`src/rtl/rr_resource_arbiter_if.sv`:
```
// Request/grant bundle between the requesting blocks (master) and the
// round-robin arbiter (slave) guarding one shared datapath resource.
interface rr_resource_arbiter_if #(
    parameter int NREQ = 4,
    parameter int IDW  = 2
);
    // Handshake: req[i] is a level request that stays high while requester i
    // wants the resource; grant[i] is the registered answer. Ownership lasts
    // while grant[i] is high and ends when the owner pulses done, drops req[i],
    // or the hold timeout expires. grant_id names the current or last owner.
    logic [NREQ-1:0] req;
    logic            done;
    logic [NREQ-1:0] grant;
    logic [IDW-1:0]  grant_id;
    logic            busy;
    logic            timeout_err;

    modport master (
        output req, done,
        input  grant, grant_id, busy, timeout_err
    );

    modport slave (
        input  req, done,
        output grant, grant_id, busy, timeout_err
    );
endinterface

```
`src/rtl/rr_resource_arbiter.sv`:
```
// Round-robin arbiter: registered one-hot grant, held until done, request drop
// or hold timeout, followed by a mandatory one-cycle turnaround gap.
module rr_resource_arbiter #(
    parameter int NREQ    = 4,
    parameter int IDW     = 2,
    parameter int TIMEOUT = 15,
    parameter int CW      = 4
) (
    input  logic                 clk,
    input  logic                 rst_n,
    rr_resource_arbiter_if.slave arb,
    output logic [1:0]           state_dbg
);
    typedef enum logic [1:0] {
        IDLE = 2'd0,
        OWN  = 2'd1,
        GAP  = 2'd2
    } state_t;

    localparam logic [CW-1:0]  TIMEOUT_C = CW'(TIMEOUT);
    localparam logic [IDW:0]   NREQ_C    = (IDW+1)'(NREQ);
    localparam logic [IDW-1:0] LAST_C    = IDW'(NREQ - 1);

    state_t          state_q, state_d;
    logic [IDW-1:0]  ptr_q, ptr_d;
    logic [CW-1:0]   cnt_q, cnt_d;
    logic [NREQ-1:0] grant_q, grant_d;
    logic [IDW-1:0]  grant_id_q, grant_id_d;
    logic            busy_q, busy_d;
    logic            terr_q, terr_d;

    logic            found;
    logic [IDW-1:0]  winner;
    logic [IDW:0]    idx;
    logic            owner_req;
    logic            at_limit;

    // Search ptr, ptr+1, ... wrapping at NREQ; the first set request wins.
    always_comb begin
        found  = 1'b0;
        winner = '0;
        idx    = '0;
        for (int k = 0; k < NREQ; k++) begin
            idx = {1'b0, ptr_q} + (IDW+1)'(k);
            if (idx >= NREQ_C) idx = idx - NREQ_C;
            if (!found && arb.req[idx[IDW-1:0]]) begin
                found  = 1'b1;
                winner = idx[IDW-1:0];
            end
        end
    end

    assign owner_req = arb.req[grant_id_q];
    assign at_limit  = (cnt_q == TIMEOUT_C);

    always_comb begin
        state_d    = state_q;
        ptr_d      = ptr_q;
        cnt_d      = cnt_q;
        grant_d    = grant_q;
        grant_id_d = grant_id_q;
        busy_d     = busy_q;
        terr_d     = 1'b0;
        case (state_q)
            IDLE: begin
                grant_d = '0;
                busy_d  = 1'b0;
                if (found) begin
                    grant_d    = NREQ'(1) << winner;
                    grant_id_d = winner;
                    busy_d     = 1'b1;
                    cnt_d      = CW'(1);
                    ptr_d      = (winner == LAST_C) ? '0 : winner + IDW'(1);
                    state_d    = OWN;
                end
            end
            OWN: begin
                if (arb.done || !owner_req || at_limit) begin
                    // Only a release forced purely by the hold limit is an error.
                    terr_d  = !arb.done && owner_req;
                    grant_d = '0;
                    busy_d  = 1'b0;
                    cnt_d   = '0;
                    state_d = GAP;
                end else begin
                    cnt_d = cnt_q + CW'(1);
                end
            end
            GAP: begin
                grant_d = '0;
                busy_d  = 1'b0;
                state_d = IDLE;
            end
            default: begin
                grant_d = '0;
                busy_d  = 1'b0;
                cnt_d   = '0;
                state_d = IDLE;
            end
        endcase
    end

    always_ff @(posedge clk) begin
        if (!rst_n) begin
            state_q    <= IDLE;
            ptr_q      <= '0;
            cnt_q      <= '0;
            grant_q    <= '0;
            grant_id_q <= '0;
            busy_q     <= 1'b0;
            terr_q     <= 1'b0;
        end else begin
            state_q    <= state_d;
            ptr_q      <= ptr_d;
            cnt_q      <= cnt_d;
            grant_q    <= grant_d;
            grant_id_q <= grant_id_d;
            busy_q     <= busy_d;
            terr_q     <= terr_d;
        end
    end

    assign arb.grant       = grant_q;
    assign arb.grant_id    = grant_id_q;
    assign arb.busy        = busy_q;
    assign arb.timeout_err = terr_q;
    assign state_dbg       = state_q;
endmodule

```
`src/flat_wrapper.sv`:
```
// flat-port wrapper written by rule: the top's interface ports become plain ports
module rr_resource_arbiter_flat 
#(
    parameter int NREQ    = 4,
    parameter int IDW     = 2,
    parameter int TIMEOUT = 15,
    parameter int CW      = 4
)
  (clk, rst_n, state_dbg, arb_req, arb_done, arb_grant, arb_grant_id, arb_busy, arb_timeout_err);
  rr_resource_arbiter_if #(.NREQ(NREQ), .IDW(IDW)) arb_i ();
  input  logic clk;
  input  logic rst_n;
  output logic [1:0] state_dbg;
  input wire logic [$bits(arb_i.req)-1:0] arb_req;
  input wire logic [$bits(arb_i.done)-1:0] arb_done;
  output wire logic [$bits(arb_i.grant)-1:0] arb_grant;
  output wire logic [$bits(arb_i.grant_id)-1:0] arb_grant_id;
  output wire logic [$bits(arb_i.busy)-1:0] arb_busy;
  output wire logic [$bits(arb_i.timeout_err)-1:0] arb_timeout_err;
  assign arb_i.req = arb_req;
  assign arb_i.done = arb_done;
  assign arb_grant = arb_i.grant;
  assign arb_grant_id = arb_i.grant_id;
  assign arb_busy = arb_i.busy;
  assign arb_timeout_err = arb_i.timeout_err;
  rr_resource_arbiter #(.NREQ(NREQ), .IDW(IDW), .TIMEOUT(TIMEOUT), .CW(CW)) u_core (.clk(clk), .rst_n(rst_n), .arb(arb_i), .state_dbg(state_dbg));
endmodule
```
`config.mk`:
```
export PLATFORM = sky130hd
export DESIGN_NAME = rr_resource_arbiter_flat
export DESIGN_NICKNAME = d
export VERILOG_FILES = /design/src/rtl/rr_resource_arbiter_if.sv /design/src/rtl/rr_resource_arbiter.sv /design/src/flat_wrapper.sv
export SDC_FILE = /design/constraint.sdc
export NUM_CORES = 1
export LEC_CHECK = 0
export BUFFER_PORTS_ARGS = -buffer_cell sky130_fd_sc_hd__buf_4
export CORE_ASPECT_RATIO = 0.9
export CORE_MARGIN = 10
export CORE_UTILIZATION = 50
export DETAILED_ROUTE_END_ITERATION = 10
export HOLD_SLACK_MARGIN = 0.12
export PLACE_DENSITY_LB_ADDON = 0.1
export REMOVE_ABC_BUFFERS = 1
export SLEW_MARGIN = 30
export SYNTH_ARGS = -nofsm -noshare
export SYNTH_HDL_FRONTEND = slang
export SYNTH_SLANG_ARGS = --single-unit
```
`constraint.sdc`:
```
create_clock -name clk -period 4 [get_ports clk]
set_input_delay 0.2 -clock clk [delete_from_list [all_inputs] [get_ports clk]]
set_output_delay 0.2 -clock clk [all_outputs]
set_load 0.05 [all_outputs]
```
==> impl_metrics.tcl <==
set metrics [dict create \
    grt_max_degree 10 \
    synth_top_cell_area_share_pct 38.3 \
    cts_buffers 3 \
    internal-power_w 0.000302 \
    antennaDiodeCount 0 \
    synth_area_leaders "dfxtp_1 38%, ha_1 7.5%, a22o_1 4.2%" \
    arrival_ns 1.87 \
    power.share.clock_pct 21.8 \
    async_flop_share_pct 0 \
    reg2reg_depth 6 \
    start_util_pct 55.3 \
    netlist_area_um2 837 \
    max_freq_mhz 595 \
    setup_tns_ns 0 \
    die_h_um 58.8 \
    p_seq_share_pct 41.7 \
    yosysWarnings 0 \
    netSwitchingPower_w 0.000178 \
    drtIter0Drc 27 \
    clockBufferDepth 2 \
    cts_setup_buffers 0 \
    portBuffers 16 \
    syn-instance-count 88 \
    clk_pin_slew_ns 0.09 \
    grt_usage_pct 10.1 \
    fin_worst_skew_ns 0.00133 \
    yosysSeqAreaShare_pct 38.3 \
    rrSetupSlack_ns 2.32 \
    status "finished, final reports clean" \
    endpoint_kind "register" \
    wl_um 1730 \
    hold_viol 0 \
    drive_above_1_share_pct 29.0 \
    reg2reg_from "u_core.ptr_q[0]" \
    maxCapViolations 0 \
    overflow 0 \
    holdPathStages 2 \
    power.leakage_nw 0.451 \
    vias_per_cell 5.48 \
    dp_cells 125 \
    p_comb_share_pct 36.5 \
    path_class "register to register" \
    first_pass_iters 4 \
    grt_pass1_wl_um 3040 \
    worstPathRequired_ns 4.19 \
    critPathTopFamily "simple AND/OR/NAND/NOR gates" \
    cts_tree "built" \
    clkSinkCount 16 \
    swShare_pct 37.1 \
    antenna_found_initial 0 \
    rsz0062_at_grt "false" \
    tightest_slew_ns 0.555 \
    area_growth_syn_to_layout_pct 20.6 \
    vias 707 \
    fin_cells 129 \
    slowest_delay_ns 0.37 \
    multiInputGateArea_um2 490 \
    finalCritPeriodShare_pct 42.0 \
    peakVddDrop_uv 300 \
    dpl.hpwl_um 1400 \
    ant_nets 0 \
    path_cells "nor2b_1 -> o21ai_0 -> nand3_1 -> or2_2 -> ha_1 -> a22o_1" \
    syn_avg_cell_area_um2 9.51 \
    gp_congestion 0.867 \
    fill_cells 144 \
    routedWlPerCell_um 13.4 \
    die_area_mm2 0.00371 \
    htree_levels 1 \
    synth.largest_area_cell "dfxtp_1" \
    post_cts_resized 0 \
    ys_seq_elements 16 \
    setup_viol_count_final 0 \
    maxSlewHeadroom_pct 62.8 \
    drv_slew 0 \
    crit_path_start_kind "register" \
    p_per_area_mw_per_mm2 476 \
    grt_pass1_vias 708 \
    hp-class "primary input to register" \
    seq_area_um2 320 \
    cp_max_fo 4 \
    root_buffer "clkbuf_4" \
    synthDistinctLibCells 35 \
    crit_buf_inv 0 \
    synth-main-ff-cell "dfxtp_1" \
    insertion_delay_ns 0.29 \
    die_width_um 63.1 \
    fin_crit_ns 1.68 \
    ctsHoldBuffers 0 \
    drc 0 \
    crit_slowest_cell "dfxtp_1" \
    hold-path-endpoint "u_core.state_dbg[0]" \
    ioPinCount 17 \
    row_count 13 \
    core_mm2 0.00151 \
    min_from "rst_n" \
    synth_edf_count 0 \
    r2r_end "u_core.arb.grant[0]" \
    layout.nets 120 \
]
## flip-flops by register name, indices dropped and copies added (netlist names)
name                    cells
u_core.cnt_q                4
u_core.state_dbg            2
u_core.arb.grant_id         2
u_core.arb.timeout_err      1
u_core.arb.busy             1
u_core.ptr_q                2
u_core.arb.grant            4
## stage by stage
| step | cell area, um2 | total power (W) | worst slack [ns] | util, % | hold WS (ns) |
|---|---|---|---|---|---|
| 2_1_floorplan | 826 | 0.000330 | 2.10 | - | 0.318 |
| 3_3_place_gp | 973 | 0.000376 | 2.33 | 64.4 | 0.445 |
| 3_5_place_dp | 973 | 0.000380 | 2.29 | 64.4 | 0.449 |
| 4_1_cts | 1010 | 0.000487 | 2.32 | 66.7 | 0.168 |
| 5_1_grt | 1010 | 0.000511 | 2.21 | 66.7 | 0.184 |
| 6_report | 1010 | 0.000480 | 2.32 | 66.7 | 0.180 |
## metal layers
metal / global-route usage [%] / routed length [um] / vias up / share of wire, %
li1: - / - / 363 / -
met1: 10.5 / 783 / 320 / 45
met2: 16.8 / 745 / 22 / 43
met3: 6.05 / 187 / 2 / 11
met4: 2.87 / 12 / 0 / 0.69
met5: 0 / 0 / - / 0
## placed cells by master (no fill, tap or decap), drive strengths merged, types with 2 or more instances in the layout
cell type / count
nor4: 3
o22ai: 2
nand3: 3
buf: 16
o21ai: 3
or2: 3
inv: 4
o2bb2ai: 2
nor2: 8
dfxtp: 16
a21oi: 2
nor3: 2
ha: 5
nand2: 6
a21o: 3
o31ai: 2
mux2: 2
a22o: 4
nand2b: 2
nor2b: 4
or3: 2
clkbuf: 4
## cell type report
type / count / area share (%)
inverter: 4 / 1.49
tap: 22 / 2.73
timing repair buffer: 16 / 11.9
clock buffer: 4 / 3.59
sequential: 16 / 31.7
multi-input combinational: 67 / 48.6
## cell families after synthesis
group | Yosys count | share of synthesized area, %
adder cells (fa/ha/maj) | 5 | 7.47
AND/OR/NAND/NOR | 35 | 24.1
flip-flops | 16 | 38.3
AO/OA/AOI/OAI | 24 | 23.2
buffers and inverters | 5 | 3.14
multiplexers | 3 | 3.89
## worst max path at each step
| stage | startpoint | end | depth (start not counted) |
|---|---|---|---|
| CTS | u_core.ptr_q[0] | u_core.arb.grant[0] | 6 |
| detailed placement | arb_req[0] | u_core.arb.grant[0] | 7 |
| finish | u_core.ptr_q[0] | u_core.arb.grant[0] | 6 |
| floorplan | u_core.arb.grant_id[1] | u_core.cnt_q[0] | 4 |
| global route | u_core.ptr_q[0] | u_core.arb.grant[0] | 6 |
| global placement | arb_req[0] | u_core.arb.grant[0] | 7 |
## power by group through the flow
| stage | Clock (W) | Sequential [W] | Combinational [W] |
|---|---|---|---|
| 6_report | 0.000105 | 0.000200 | 0.000175 |
| 5_1_grt | 0.000116 | 0.000204 | 0.000191 |
| 4_1_cts | 0.000110 | 0.000200 | 0.000177 |
| 3_5_place_dp | 0 | 0.000203 | 0.000177 |
| 3_3_place_gp | 0 | 0.000202 | 0.000173 |
| 2_1_floorplan | 0 | 0.000245 | 0.0000853 |
## synth_stat cells (all sizes together) (2+ instances only)
cell     count
o21ai        3
o22ai        2
mux2         2
inv          4
nor4         3
nor2b        4
o2bb2ai      2
a21o         3
dfxtp       16
o31ai        2
or3          2
ha           5
nor2         8
a21oi        2
nand3        3
or2          3
a22o         4
nand2        6
nor3         2
nand2b       2
Power figures use the tool's default switching activity.
